**config.mk**
```make
export PLATFORM = sky130hd
export DESIGN_NAME = uart_bus_bridge
export DESIGN_NICKNAME = d
export VERILOG_FILES = /design/src/rtl/uart_bus_bridge_pkg.sv /design/src/rtl/uart_bus_bridge_timeout.sv /design/src/rtl/uart_bus_bridge.sv
export SDC_FILE = /design/constraint.sdc
export NUM_CORES = 1
export LEC_CHECK = 0
export CAP_MARGIN = 20
export CELL_PAD_IN_SITES_DETAIL_PLACEMENT = 0
export CELL_PAD_IN_SITES_GLOBAL_PLACEMENT = 1
export CORE_MARGIN = 5
export CORE_UTILIZATION = 37
export CTS_CLUSTER_SIZE = 30
export DETAILED_ROUTE_END_ITERATION = 10
export PLACE_DENSITY = 0.89
export SLEW_MARGIN = 20
export SYNTH_ARGS = -nofsm -noshare
export SYNTH_HDL_FRONTEND = slang
export SYNTH_HIERARCHICAL = 1
export SYNTH_SLANG_ARGS = --single-unit
```
**constraint.sdc**
```tcl
create_clock -name clk -period 3.6 [get_ports clk]
set_clock_uncertainty 0.1 [all_clocks]
set_input_delay 0.54 -clock clk [delete_from_list [all_inputs] [get_ports clk]]
set_output_delay 0.54 -clock clk [all_outputs]
set_load 0.01 [all_outputs]
```
**src/rtl/uart_bus_bridge_pkg.sv**
```systemverilog
// Shared types and byte codes for the UART-to-bus command bridge.
package uart_bus_bridge_pkg;

    typedef enum logic [2:0] {
        IDLE,
        ADDR,
        WDATA,
        BUS,
        RESP
    } state_t;

    localparam logic [7:0] CMD_WR  = 8'hA5;
    localparam logic [7:0] CMD_RD  = 8'h5A;
    localparam logic [7:0] RSP_ACK = 8'hAC;
    localparam logic [7:0] RSP_ERR = 8'hEE;

    // Little-endian assembly: the newest byte enters the top and everything slides down.
    function automatic logic [31:0] shift_in(input logic [31:0] cur, input logic [7:0] b);
        return {b, cur[31:8]};
    endfunction

endpackage

```
**src/rtl/uart_bus_bridge_timeout.sv**
```systemverilog
// Bus-phase watchdog: counts cycles while run=1 and flags the last allowed cycle.
module uart_bus_bridge_timeout #(
    parameter int TIMEOUT_CYCLES = 1024
) (
    input  logic clk,
    input  logic rst,
    input  logic run,
    output logic expired
);
    import uart_bus_bridge_pkg::*;

    localparam int CW = $clog2(TIMEOUT_CYCLES + 1);

    logic [CW-1:0] count;

    // NOTE: sequential state uses non-blocking assignments so every flop samples pre-edge values.
    always_ff @(posedge clk) begin
        if (rst || !run) begin
            count <= '0;
        end else begin
            count <= count + CW'(1);
        end
    end

    assign expired = run && (count == CW'(TIMEOUT_CYCLES - 1));

endmodule

```
**src/rtl/uart_bus_bridge.sv**
```systemverilog
// UART FIFO command frames to 32-bit valid/ready bus master, with serial responses.
// Optional bus watchdog enabled by defining UART_BUS_BRIDGE_TIMEOUT_EN.
module uart_bus_bridge #(
    parameter int TIMEOUT_CYCLES = 1024
) (
    input  logic        clk,
    input  logic        rst,
    input  logic        rx_empty,
    input  logic [7:0]  rx_rdata,
    output logic        rx_rd,
    input  logic        tx_full,
    output logic [7:0]  tx_wdata,
    output logic        tx_wr,
    output logic        bus_valid,
    output logic        bus_we,
    output logic [31:0] bus_addr,
    output logic [31:0] bus_wdata,
    input  logic        bus_ready,
    input  logic [31:0] bus_rdata,
    output logic        busy
);
    import uart_bus_bridge_pkg::*;

    state_t      state, state_nxt;
    logic [1:0]  cnt, cnt_nxt;
    logic        is_wr, is_wr_nxt;
    logic [31:0] addr_nxt, wdata_nxt;
    logic [31:0] resp, resp_nxt;
    logic        pop, push;
    logic        timed_out;

`ifdef UART_BUS_BRIDGE_TIMEOUT_EN
    uart_bus_bridge_timeout #(
        .TIMEOUT_CYCLES(TIMEOUT_CYCLES)
    ) u_timeout (
        .clk    (clk),
        .rst    (rst),
        .run    (state == BUS),
        .expired(timed_out)
    );
`else
    logic unused_cfg;
    assign unused_cfg = (TIMEOUT_CYCLES == 0);
    assign timed_out  = 1'b0;
`endif

    always_ff @(posedge clk) begin
        if (rst) begin
            state     <= IDLE;
            cnt       <= '0;
            is_wr     <= 1'b0;
            bus_addr  <= '0;
            bus_wdata <= '0;
            resp      <= '0;
        end else begin
            state     <= state_nxt;
            cnt       <= cnt_nxt;
            is_wr     <= is_wr_nxt;
            bus_addr  <= addr_nxt;
            bus_wdata <= wdata_nxt;
            resp      <= resp_nxt;
        end
    end

    // NOTE: every signal gets a default before the case so no path can infer a latch.
    always_comb begin
        state_nxt = state;
        cnt_nxt   = cnt;
        is_wr_nxt = is_wr;
        addr_nxt  = bus_addr;
        wdata_nxt = bus_wdata;
        resp_nxt  = resp;
        pop       = 1'b0;
        push      = 1'b0;
        bus_valid = 1'b0;

        case (state)
            IDLE: begin
                pop = ~rx_empty;
                if (pop && (rx_rdata == CMD_WR || rx_rdata == CMD_RD)) begin
                    is_wr_nxt = (rx_rdata == CMD_WR);
                    cnt_nxt   = '0;
                    state_nxt = ADDR;
                end
            end
            ADDR: begin
                pop = ~rx_empty;
                if (pop) begin
                    addr_nxt = shift_in(bus_addr, rx_rdata);
                    cnt_nxt  = cnt + 2'd1;
                    if (cnt == 2'd3) state_nxt = is_wr ? WDATA : BUS;
                end
            end
            WDATA: begin
                pop = ~rx_empty;
                if (pop) begin
                    wdata_nxt = shift_in(bus_wdata, rx_rdata);
                    cnt_nxt   = cnt + 2'd1;
                    if (cnt == 2'd3) state_nxt = BUS;
                end
            end
            BUS: begin
                bus_valid = 1'b1;
                cnt_nxt   = '0;
                // A ready arriving on the expiry cycle still completes normally.
                if (bus_ready) begin
                    resp_nxt  = is_wr ? {24'h0, RSP_ACK} : bus_rdata;
                    state_nxt = RESP;
                end else if (timed_out) begin
                    resp_nxt  = {24'h0, RSP_ERR};
                    state_nxt = RESP;
                end
            end
            RESP: begin
                push = ~tx_full;
                if (push) begin
                    resp_nxt = {8'h0, resp[31:8]};
                    cnt_nxt  = cnt + 2'd1;
                    if (is_wr || cnt == 2'd3) begin
                        cnt_nxt   = '0;
                        state_nxt = IDLE;
                    end
                end
            end
            default: state_nxt = IDLE;
        endcase

        // Strobes are decoded from the current state, so they are masked while reset is held.
        if (rst) begin
            pop       = 1'b0;
            push      = 1'b0;
            bus_valid = 1'b0;
        end
    end

    assign rx_rd    = pop;
    assign tx_wr    = push;
    assign tx_wdata = resp[7:0];
    assign bus_we   = is_wr;
    assign busy     = (state != IDLE);

endmodule

```
; ---- Word-level counts from Yosys, hierarchy flattened
; Index checks and enable logic that the tools add are counted.
; Widths: inputs -> output; s select.
[word_totals]
reg_bits = 102
[op_classes]
n_eq_ne = 16
reduce_logical = 15
n_addsub = 1
n_bitwise = 2
mux = 25
[op_table]
columns = operator, count
row1 = $mux 32, 3
row2 = $pmux 32 s2, 1
row3 = $mux 3, 8
row4 = $ne 2x2->1 const B, 9
row5 = $pmux 3 s5, 1
row6 = $eq 8x7->1 const B, 1
row7 = $eq 8x8->1 const B, 1
row8 = $mux 2, 4
row9 = $pmux 2 s4, 1
row10 = $reduce_and 8->1, 1
row11 = $mux 1, 7
row12 = $eq 3x2->1 const B, 2
row13 = $reduce_and 2->1, 3
row14 = $reduce_and 4->1, 1
row15 = $reduce_bool 4->1, 1
row16 = $eq 3x1->1 const B, 1
row17 = $eq 3x3->1 const B, 1
row18 = $logic_not 3->1, 1
row19 = $reduce_and 3->1, 1
row20 = $reduce_bool 3->1, 1
row21 = $reduce_or 3->1, 1
row22 = $add 2x1->2 const B, 1
row23 = $eq 2x2->1 const B, 1
row24 = $logic_or 1x1->1, 2
row25 = other kinds (4), 5

; ---- Depth between registers and ports, before layout
; Gate-level depths: netlist of run 1.
[depth]
depth_word = 5
mapped_depth = 8

; ---- Least setup slack after synthesis of run 1
; Ideal clock, no wire load.
[synth_path]
path_kind = input -> output
startpoint = in rst
endpoint = out tx_wr
slack_ns = 1.545
arrival_ns = 1.415
stages = 4
required_time_ns = 2.960
cell_sequence = clkbuf_1 clkbuf_1 clkbuf_1 nor3_1
[synth_between]
elab_chain_len = 1
[synth_lines]
columns = item, line_no
row1 = "start, declared", uart_bus_bridge.sv:7  ; input logic rst,
row2 = $mux 1, uart_bus_bridge.sv:129  ; if (rst) begin
row3 = "end, declared", uart_bus_bridge.sv:13  ; output logic tx_wr,
; Every way passes these cells.

; ---- Worst setup path in the final report of run 1
[layout_path]
startpoint = reg state[2]
endpoint = out tx_wr
[layout_between]
elab_chain_len = 3
[layout_lines]
columns = item, line_no
row1 = "start, declared", uart_bus_bridge.sv:24  ; state_t state, state_nxt;
row2 = "start signal, assigned", uart_bus_bridge.sv:56  ; state <= state_nxt;
row3 = $eq 3x3->1, uart_bus_bridge.sv:77  ; case (state)
row4 = $mux 1, uart_bus_bridge.sv:77
row5 = $mux 1, uart_bus_bridge.sv:129
; Every way passes these cells.

==> results.yml, run 1 <==
pwr:
  p_comb_share_pct: 8.0
  seq_power_share_pct: 51.5
  powerDensity_mw_per_mm2: 392.8
  finalPower_mw: 2.232
  power_frac_clock_pct: 40.5
  switching_power_mw: 0.5345
  power.internal_mw: 1.697
  swShare_pct: 23.95
  ir_drop_uv: 280.8
  p_leak_nw: 1.821
synthesis:
  ys_seq_elements: 102
  synth_ff_type: "dfxtp_1"
  syn_inst: 527
  synth_area_leaders: "dfxtp_1 (49%), nand2_1 (13%), a21oi_1 (9.6%), nor3b_1 (3.9%), a211oi_1 (3.8%)"
  yosysWarnings: 6
  synth_edf_count: 0
  ys_types: 36
  yosysTopAreaCell: "dfxtp_1"
  ys_seq_area_share_pct: 48.80
  synth_top_area_share_pct: 48.80
  async_flop_share_pct: 0
  avgSynthCellArea_um2: 7.939
  syn_nets: 573
  synthesis.area_mm2: 0.004184
floorplanning:
  core_area_mm2: 0.01098
  row_count: 38
  dieWidth_um: 116.3
  ios: 122
  start_util_pct: 38.10
  die-area_mm2: 0.01354
  die_h_um: 116.3
place:
  numPortBuffers: 121
  place_hpwl_um: 7688
  place.gp.congestion: 0.8163
  dp.cells: 745
layout:
  final_cells: 761
  multi_input_area_mm2: 0.001907
  fillers: 1069
  layout.nets: 662
  regArea_mm2: 0.002042
  antenna_cells: 0
  syn_to_final_growth_pct: 35.80
  drive_gt1_share_pct: 5.797
clock_tree:
  cts_tree: "built"
  cts.clk_slew.worst_paths_ps: 70
  cts_root_buf: "clkbuf_16"
  insertion_delay_ps: 340
  cts_inserted_buffers: 9
  htreeDepth: 3
  clock-sinks: 102
  cts_buffer_depth: 2
  hold_buffers: 0
  cts_setup_buffers: 0
  post_cts_resize_count: 0
outcome:
  outcome: "completed"
worst_setup_path:
  path_class: "flip-flop to output pin"
  cp_data_required_time_ps: 2960
  critPathArrivalTime_ps: 2160
  rrSetupSlack_ps: 1270
  cp-start-kind: "flip-flop"
  cp_slowest_cell: "dfxtp_1"
  cp_slowest_stage_delay_ps: 570
  crit_chain: "or3b_1, nor3_1, clkdlybuf4s50_1"
  crit_path_end_kind: "output pin"
  crit_path_max_fanout: 12
timing:
  tns_ps: 0
  fin_crit_sh_pct: 77.78
  tightest_slew_ps: 633.7
  rsz0062_at_grt: "false"
  maxSlewViolCount: 0
  final_hold_viol_count: 0
  max_freq_mhz: 357.1
  relSlewSlack_pct: 57.75
  fin_crit_ps: 2800
  finalSetupViolCount: 0
detailed_routing:
  ant_nets: 0
  wire_per_inst_um: 14.59
  num_vias: 3814
  drt_wl_total_um: 11100
  viasPerCell: 5.012
  drc_errors: 0
  first_pass_iters: 4
  dr.first_iter.drc_count: 274
grt:
  antenna_found_initial: 0
  grt_overflow: 0
  track_usage_pct: 16.38
  grt_pass1_vias: 3651
  grt_max_degree: 65
  grt_pass1_wl_um: 18040
job:
  drv_cap: 0
min_path:
  hold_class: "flip-flop to flip-flop"
==> metal layers <==
metal  part of all wire, %  global-route usage, %  up-vias
met2                    48                  26.05      103
met5                     0                      0        -
met4                  0.60                  3.248        0
li1                      -                      -     1954
met3                   6.7                  5.078        6
met1                    45                  22.11     1751
==> area by class of cell <==
cell class | count | area share, %
flip-flops and latches | 102 | 35.94
multi-input cells | 371 | 33.56
repair buffers | 130 | 22.46
clock buffers | 10 | 4.030
well taps | 140 | 3.083
clock inverters | 6 | 0.7928
inverters | 2 | 0.1321
==> critical path, delay by kind of cell (launching register included) <==
kind	cells	cell delay, ps
buf+inv	1	560
simple gates	2	700
flops	1	570
==> cells in the final DEF (no fill, tap or decap), types with 2 or more instances in the layout <==
cell | Yosys | layout
nor4_4 | 1 | 2
a21oi_1 | 80 | 79
o21ai_0 | 3 | 3
buf_4 | 11 | 10
mux2i_1 | 3 | 3
inv_1 | 2 | 2
nand2b_1 | 7 | 7
nand3_1 | 9 | 9
or3_1 | 5 | 5
nand2_1 | 145 | 145
clkdlybuf4s50_1 | 0 | 120
o211ai_1 | 4 | 4
nor3_1 | 23 | 23
nor3b_1 | 22 | 21
dfxtp_1 | 102 | 102
clkinvlp_4 | 0 | 3
inv_6 | 0 | 2
clkbuf_16 | 0 | 9
nor2_1 | 29 | 29
a211oi_1 | 21 | 21
==> cell usage after synthesis, types with 2 or more instances <==
library cell,instances
a21oi_1,80
a211oi_1,21
nor3_1,23
nand3_1,9
o21ai_0,3
nand2b_1,7
or3_1,5
buf_4,11
nor4_2,2
nor2_1,29
buf_2,7
nor3b_1,22
nand2_1,145
dfxtp_1,102
o211ai_1,4
inv_1,2
mux2i_1,3
clkbuf_1,34
==> sequential cells by signal, summed over array words and instances, names as in the netlist <==
name	flops
bus_wdata	32
bus_we	1
bus_addr	32
resp	32
cnt	2
state	3
==> logic make-up after synthesis <==
group                      count (synthesis)  share of synthesized area, %
and+or+nand+nor                          252                         28.11
AOI/OAI and AO/OA                        113                         15.55
DFF                                      102                         48.80
buffers and inverters                     54                         6.041
muxes                                      4                        0.9869
xor gates and xnor gates                   1                        0.2094
adders and majority gates                  1                        0.2990
==> path summary, 6_finish.rpt <==
path	from	endpoint	cells after the start
worst max register to register	state[2]$_SDFFE_PP0P_	resp[5]$_SDFFE_PP0P_	5
worst max-delay path	state[2]$_SDFFE_PP0P_	tx_wr	3
worst min-delay path	resp[30]$_SDFFE_PP0P_	resp[30]$_SDFFE_PP0P_	2
worst min register to register	resp[30]$_SDFFE_PP0P_	resp[30]$_SDFFE_PP0P_	2
==> metrics by stage <==
stage / worst slack, ps / util, % / area (µm²) / hold WS (ps)
2_1_floorplan: 1545 / - / 4184 / 332.3
3_3_place_gp: 1001 / 49.24 / 5408 / 341.0
3_5_place_dp: 926.0 / 49.24 / 5408 / 346.7
4_1_cts: 765.5 / 51.73 / 5682 / 356.2
5_1_grt: 658.5 / 51.73 / 5682 / 373.3
6_report: 799.9 / 51.73 / 5682 / 351.0
==> power groups by stage <==
stage	Sequential, mW	Combinational (mW)	Clock, mW
final	1.15	0.179	0.905
after global routing	1.15	0.195	0.990
after CTS	1.15	0.181	0.931
after detailed placement	1.17	0.180	0
after global placement	1.17	0.176	0
after floorplan	1.17	0.0909	0
No activity file was read; power rests on OpenSTA's default activity.
==> inputs of run 2 (changes only) <==
--- a/config.mk
+++ b/config.mk
@@ -9,10 +9,10 @@
 export CELL_PAD_IN_SITES_DETAIL_PLACEMENT = 0
 export CELL_PAD_IN_SITES_GLOBAL_PLACEMENT = 1
 export CORE_MARGIN = 5
-export CORE_UTILIZATION = 37
+export CORE_UTILIZATION = 34
 export CTS_CLUSTER_SIZE = 30
 export DETAILED_ROUTE_END_ITERATION = 10
-export PLACE_DENSITY = 0.89
+export PLACE_DENSITY = 0.83
 export SLEW_MARGIN = 20
 export SYNTH_ARGS = -nofsm -noshare
 export SYNTH_HDL_FRONTEND = slang
==> constraint.sdc (replaced) <==
create_clock -name clk -period 2.78 [get_ports clk]
set_clock_uncertainty 0.1 [all_clocks]
set_input_delay 0.417 -clock clk [delete_from_list [all_inputs] [get_ports clk]]
set_output_delay 0.417 -clock clk [all_outputs]
set_load 0.01 [all_outputs]
==> results.yml, run 2 (same netlist as run 1, synthesis figures left out) <==
outcome:
  outcome: "completed"
layout:
  largestRegisters: "bus_addr (32), bus_wdata (32), resp (32)"
  layout.nets: 663
  final_common_cell: "nand2_1"
  antenna_cells: 0
  final_cells: 790
  final_cell_mix: "nand2_1 (145), clkdlybuf4s50_1 (120), dfxtp_1 (100), a21oi_1 (79), nor2_1 (29)"
  drive_gt1_share_pct: 6.431
  syn_to_final_growth_pct: 37.47
pwr:
  power.internal_mw: 2.287
  seq_power_share_pct: 50.0
  p_leak_nw: 1.834
  p_comb_share_pct: 7.8
  powerDensity_mw_per_mm2: 517.5
  swShare_pct: 23.18
  power_frac_clock_pct: 42.2
  ir_drop_uv: 363.6
  switching_power_mw: 0.6900
worst_setup_path:
  path_class: "flip-flop to output pin"
  cp-start-kind: "flip-flop"
  cp_data_required_time_ps: 2260
  crit_path_end_kind: "output pin"
  crit_path_max_fanout: 9
  critPathArrivalTime_ps: 2090
timing:
  relSlewSlack_pct: 51.12
  maxSlewViolCount: 0
  fin_crit_ps: 2609
  tightest_slew_ps: 733.3
  rsz0062_at_grt: "false"
  fin_crit_sh_pct: 93.85
  final_hold_viol_count: 0
  finalSetupViolCount: 0
  worst_slack_ps: 170.9
  tns_ps: 0
  max_freq_mhz: 383.3
clock_tree:
  clock-sinks: 102
  cts_tree: "built"
  post_cts_resize_count: 0
  htreeDepth: 3
  insertion_delay_ps: 340
  cts_buffer_depth: 2
  hold_buffers: 0
  cts_root_buf: "clkbuf_16"
  cts.clk_slew.worst_paths_ps: 70
  cts_setup_buffers: 0
  cts_inserted_buffers: 9
place:
  numPortBuffers: 121
  place.gp.congestion: 0.8164
  place_hpwl_um: 7820
  place_ws_ps: 238.5
  dp.cells: 774
detailed_routing:
  viasPerCell: 4.854
  drc_errors: 0
  ant_nets: 0
  first_pass_iters: 4
  wire_per_inst_um: 14.11
  drt_wl_total_um: 11140
  dr.first_iter.drc_count: 324
  num_vias: 3835
floorplanning:
  die_h_um: 120.9
  start_util_pct: 34.69
  ios: 122
  die-area_mm2: 0.01462
  dieWidth_um: 120.9
  core_area_mm2: 0.01206
  row_count: 40
grt:
  antenna_found_initial: 0
  grt_pass1_wl_um: 17950
  track_usage_pct: 15.02
  use_met2_pct: 23.45
  grt_use_met3_pct: 3.869
  busiest_layer: "met2"
  grt_max_degree: 55
  grt_use_met1_pct: 20.10
  grt_pass1_vias: 3587
  grt_overflow: 0
min_path:
  hold_class: "input pin to flip-flop"
job:
  drv_cap: 0
-- run 2: worst paths after layout --
kind / start / end / slack (ps) / cells after the start
worst min-delay path: rst / state[1]$_SDFFE_PP0P_ / 250 / 2
worst min register to register: resp[25]$_SDFFE_PP0P_ / resp[25]$_SDFFE_PP0P_ / 350 / 2
worst max register to register: state[1]$_SDFFE_PP0P_ / resp[7]$_SDFFE_PP0P_ / 540 / 5
worst max-delay path: state[1]$_SDFFE_PP0P_ / rx_rd / 170 / 4
-- run 2: area by class of cell --
| class | instances | area [µm²] |
|---|---|---|
| fill | 1201 | 6310 |
| sequential | 102 | 2044 |
| multi-input combinational | 371 | 1907 |
| timing repair buffer | 131 | 1284 |
| clock buffer | 9 | 225.2 |
| tap | 168 | 210.2 |
| clock inverter | 7 | 73.82 |
| inverter | 2 | 7.507 |
-- run 2: metal layers --
layer | vias to the layer above | part of all wire, %
met5 | - | 0
met4 | 0 | 1.6
met3 | 16 | 5.7
met2 | 103 | 46
met1 | 1767 | 46
li1 | 1949 | -
-- run 2: power by group through the flow --
stage	Combinational (mW)	Clock (mW)	Sequential, mW
global route	0.253	1.35	1.49
CTS	0.235	1.30	1.49
global placement	0.231	0	1.52
detailed placement	0.234	0	1.52
finish	0.233	1.26	1.49
floorplan	0.118	0	1.51
-- run 2: critical path: stages, from the launching register on --
cell and delay [ps]:
dfxtp_1 520, xor2_1 180, nand2b_1 150, a211oi_1 320, clkdlybuf4s50_1 590
-- run 2: through the flow --
step                      utilization (%)  area, µm²  total power, mW  hold slack [ps]
after detailed placement            45.19       5450            1.756            348.5
after floorplan                         -       4184            1.633            332.3
final                               47.69       5752            2.977            248.8
after CTS                           47.67       5749            3.021            233.5
after global routing                47.69       5752            3.093            248.5
after global placement              45.19       5450            1.751            341.8
